### src/rtl/regfile_dump_ctrl.sv
// Read-side dump sequencer: walks a wrapping address range of the register
// file, streams each byte over valid/ready, then sends an XOR checksum byte.
module regfile_dump_ctrl #(
    parameter int ADDR_W = 3,
    parameter int DATA_W = 8
) (
    input  logic              clk,
    input  logic              rst,
    input  logic              start,
    input  logic [ADDR_W-1:0] start_addr,
    input  logic [3:0]        count,
    input  logic              abort,
    output logic [ADDR_W-1:0] rf_read_addr,
    input  logic [DATA_W-1:0] rf_read_data,
    output logic              out_valid,
    input  logic              out_ready,
    output logic [DATA_W-1:0] out_data,
    output logic              out_last,
    output logic              busy,
    output logic              done
);

    localparam int DEPTH = 1 << ADDR_W;

    typedef enum logic [1:0] {
        S_IDLE,
        S_LOAD,
        S_SEND,
        S_CSUM
    } state_t;

    state_t            state_q;
    logic [ADDR_W-1:0] rf_read_addr_q;
    logic              out_valid_q;
    logic [DATA_W-1:0] out_data_q;
    logic              out_last_q;
    logic              done_q;
    logic [DATA_W-1:0] csum_q;
    logic [3:0]        remaining_q;

    // A zero or oversized request dumps the whole file.
    function automatic logic [3:0] norm_count(input logic [3:0] c);
        if (c == 4'd0 || c > 4'(DEPTH))
            return 4'(DEPTH);
        return c;
    endfunction

    always_ff @(posedge clk) begin
        if (rst) begin
            state_q        <= S_IDLE;
            rf_read_addr_q <= '0;
            out_valid_q    <= 1'b0;
            out_data_q     <= '0;
            out_last_q     <= 1'b0;
            done_q         <= 1'b0;
            csum_q         <= '0;
            remaining_q    <= '0;
        end else begin
            done_q <= 1'b0;
            if (abort && state_q != S_IDLE) begin
                state_q     <= S_IDLE;
                out_valid_q <= 1'b0;
                out_last_q  <= 1'b0;
            end else begin
                case (state_q)
                    S_IDLE: begin
                        if (start && !abort) begin
                            rf_read_addr_q <= start_addr;
                            remaining_q    <= norm_count(count);
                            csum_q         <= '0;
                            state_q        <= S_LOAD;
                        end
                    end
                    // The file read port is combinational, so the byte is
                    // sampled here, one cycle after the address settles.
                    S_LOAD: begin
                        out_data_q  <= rf_read_data;
                        csum_q      <= csum_q ^ rf_read_data;
                        out_last_q  <= 1'b0;
                        out_valid_q <= 1'b1;
                        state_q     <= S_SEND;
                    end
                    S_SEND: begin
                        if (out_ready) begin
                            if (remaining_q == 4'd1) begin
                                out_data_q <= csum_q;
                                out_last_q <= 1'b1;
                                state_q    <= S_CSUM;
                            end else begin
                                remaining_q    <= remaining_q - 4'd1;
                                rf_read_addr_q <= rf_read_addr_q + 1'b1;
                                out_valid_q    <= 1'b0;
                                state_q        <= S_LOAD;
                            end
                        end
                    end
                    S_CSUM: begin
                        if (out_ready) begin
                            out_valid_q <= 1'b0;
                            out_last_q  <= 1'b0;
                            done_q      <= 1'b1;
                            state_q     <= S_IDLE;
                        end
                    end
                    default: state_q <= S_IDLE;
                endcase
            end
        end
    end

    assign rf_read_addr = rf_read_addr_q;
    assign out_valid    = out_valid_q;
    assign out_data     = out_data_q;
    assign out_last     = out_last_q;
    assign busy         = (state_q != S_IDLE);
    assign done         = done_q;

endmodule

### config.mk
export PLATFORM = sky130hd
export DESIGN_NAME = regfile_dump_ctrl
export DESIGN_NICKNAME = d
export VERILOG_FILES = /design/src/rtl/regfile_dump_ctrl.sv
export SDC_FILE = /design/constraint.sdc
export NUM_CORES = 1
export LEC_CHECK = 0
export ABC_AREA = 0
export CAP_MARGIN = 20
export CORE_UTILIZATION = 44
export CTS_CLUSTER_DIAMETER = 80
export DETAILED_ROUTE_END_ITERATION = 16
export PLACE_DENSITY = 0.76
export REMOVE_ABC_BUFFERS = 1
export SYNTH_ARGS = -nofsm -noshare
export SYNTH_HDL_FRONTEND = slang
export SYNTH_SLANG_ARGS = --single-unit
### constraint.sdc
create_clock -name clk -period 1.8 [get_ports clk]
set_clock_uncertainty 0.15 [all_clocks]
set_input_delay 0.18 -clock clk [delete_from_list [all_inputs] [get_ports clk]]
set_output_delay 0.18 -clock clk [all_outputs]
set_load 0.1 [all_outputs]
==> metrics <==
status=complete, but fails checks; failing checks=setup timing; vias=1526; most used cell, CP=inv_2; Yosys warning count=0; fin crit share=102%; Synth cell types=37; Die X=59.6 µm; Rows=20; Buf+Inv Stages, Crit Path=3; CP Data Required Time=1.89 ns; Hold Fails Final Rpt=0; DR pass1 iterations=4; Port Buffers=34; total gr overflow=0; RSZ-0062 raised after global routing=yes; CP peak stage delay=0.38 ns; register area=566 µm²; Die Y=59.6 µm; IO Pins=35; cell taking the most area after synthesis=dfxtp_1; vias per cell=5.72; clock transition at the registers of the reported paths=0.15 ns; Initial Util=47.1%; Post-synth EDFFs=0; flop and latch count out of synthesis=28; worst path arrival time=1.94 ns; vias in the first global route=1482; max-slew violations=0; worst hold path class=in -> reg; CTS buffer count=3; worst vdd ir=0.366 mV; Sink Count=28; Max Cap Violations=0; fmax=543 MHz; fin nets=247; most frequent cell after synthesis=a21oi_1; CTS tree=done; clk root buf=clkbuf_4; Setup WS post-layout=-0.0433 ns; Layout area overhead=49.5%; netlist area before placement=0.00146 mm²; Post-synth top cells=a21oi_1 (30), dfxtp_1 (28), inv_1 (15); initial antenna violation count=0; RD Place Congestion=0.785; worst path cell trace=inv_2 -> ha_4 -> inv_2 -> o41ai_4 -> buf_4 -> a21oi_1 -> a311oi_1; crit path capture type=flip-flop; PwrDens=689 mW/mm²; CP Class=reg -> reg; fillers=260; share of flip-flops with an asynchronous set or reset=0%; drc violations=0; CP max FO=7; Slew @ Worst Pin=0.368 ns; Slowest cell on crit path=o41ai_4; Routed WL=4020 µm; Clock Path Buffers=2; syn avg cell area=8.30 µm²; largest net degree at the start of global routing=17; CTS H-tree lvls=1; wire per inst=15.0 µm; final-report setup violation count=1; GRT Total Usage=23.9%; multi-input combinational cell area=811 µm²; Most used DFF post-synth=dfxtp_1; Worst-Skew Late Latency=0.33 ns; drt first-iter violations=97; synthesized instance count=176; DIE AREA=0.00356 mm²; Seq/Total Area, Yosys=38.4%; Pleak=0.846 nW; CTS Hold Bufs=0; layout cells sized above 1=27.4%; min cycle time layout=1.84 ns; Synth top area share=38.4%; Synth area leaders=dfxtp_1 (38%), a21oi_1 (10%), a311oi_1 (5.4%); diode count=0; CP Launch Type=flip-flop; post-DP HPWL=2810 µm; core area=0.00310 mm²; CP top delay family=compound AO/OA/AOI/OAI gates; final core utilization=70.4%; first-pass GRT wire length=6400 µm; Routed Antenna Nets=0; Max transition margin=75.4%; Pwr Total=1.51 mW
==> layer usage <==
layer | global-route usage (%) | part of all wire [%] | up-vias | wire length (µm)
li1 | - | - | 734 | -
met1 | 28.7 | 42 | 718 | 1690
met2 | 43.0 | 50 | 60 | 1990
met3 | 3.28 | 6.1 | 14 | 246
met4 | 8.97 | 2.4 | 0 | 95
met5 | 0 | 0 | - | 0
==> sequential cells by signal, indices dropped and copies added, names as in the netlist <==
| register | flops |
|---|---|
| state_q | 2 |
| out_last | 1 |
| out_data | 8 |
| remaining_q | 4 |
| csum_q | 8 |
| out_valid | 1 |
| done | 1 |
| rf_read_addr | 3 |
==> timing repair <==
action | in CTS | in global routing
gates resized for setup | 2 | 12
buffers inserted | 3 | 2
pin swaps | 1 | 7
cloned | 1 | 0
endpoints found under the setup margin | 8 | 10
==> placed cells by master (no fill, tap or decap), drive strengths merged <==
cell | synthesis | final
a31oi | 3 | 3
nor2b | 1 | 1
a311oi | 11 | 11
dfxtp | 28 | 28
clkdlybuf4s50 | 0 | 19
nand2b | 5 | 5
o211ai | 3 | 3
ha | 3 | 3
nand2 | 6 | 6
a21o | 1 | 1
o311ai | 1 | 1
buf | 7 | 35
o41ai | 1 | 1
xor2 | 2 | 2
inv | 16 | 16
a221oi | 2 | 2
a31o | 1 | 1
nor2 | 16 | 16
a21oi | 30 | 30
o2111ai | 1 | 1
a22oi | 2 | 2
mux2i | 1 | 1
nor3 | 3 | 3
o21ai | 13 | 13
or3 | 9 | 9
clkbuf | 4 | 4
nand3 | 4 | 4
and3 | 2 | 2
==> logic make-up (layout without fill, tap and decap cells) <==
| family | Yosys count | after routing | synth area share [%] |
|---|---|---|---|
| flops | 28 | 28 | 38.4 |
| mux | 1 | 1 | 0.685 |
| xor+xnor | 2 | 2 | 1.20 |
| simple gates | 46 | 46 | 17.1 |
| buf+inv | 27 | 74 | 8.39 |
| fa+ha+maj | 3 | 3 | 2.57 |
| compound gates | 69 | 69 | 31.7 |
==> final cells by class <==
| cell class | count | area share, % |
|---|---|---|
| repair buffers | 54 | 30.1 |
| flip-flops and latches | 28 | 25.9 |
| multi-input cells | 121 | 37.1 |
| clock buffers | 4 | 1.66 |
| well taps | 44 | 2.52 |
| inverters | 16 | 2.75 |
==> power breakdown <==
part / total, mW / switching [mW] / leakage (nW) / internal [mW]
logic: 0.494 / 0.287 / 0.595 / 0.207
clock network: 0.315 / 0.191 / 0.0210 / 0.124
registers: 0.697 / 0.0423 / 0.230 / 0.655
total: 1.51 / 0.520 / 0.846 / 0.985
==> worst paths after layout <==
check	from	endpoint	slack, ns	depth (start not counted)
worst max-delay path	remaining_q[1]$_SDFFE_PP0P_	out_data[3]$_SDFFE_PP0P_	-0.04	7
worst min-delay path	start_addr[0]	rf_read_addr[0]$_SDFFE_PP0P_	0.30	3
worst max register to register	remaining_q[1]$_SDFFE_PP0P_	out_data[3]$_SDFFE_PP0P_	-0.04	7
worst min register to register	csum_q[2]$_SDFFE_PP0P_	csum_q[2]$_SDFFE_PP0P_	0.35	2
==> stage by stage <==
| stage | hold WS (ns) | setup slack (ns) | setup TNS [ns] | std cells | cell area (µm²) |
|---|---|---|---|---|---|
| 2_1_floorplan | 0.0979 | -0.151 | -1.11 | 165 | 1400 |
| 3_3_place_gp | 0.318 | 0.0242 | 0 | 257 | 2060 |
| 3_5_place_dp | 0.332 | -0.0597 | -0.275 | 257 | 2060 |
| 4_1_cts | 0.290 | 0.0250 | 0 | 265 | 2130 |
| 5_1_grt | 0.298 | -0.0999 | -0.103 | 267 | 2180 |
| 6_report | 0.303 | -0.0433 | -0.0433 | 267 | 2180 |
==> tightest hold or removal path: stages <==
cell and delay, ns:
clkdlybuf4s50_1 0.42, nand2_1 0.07, a311oi_1 0.08
No activity file was read; power rests on OpenSTA's default activity.
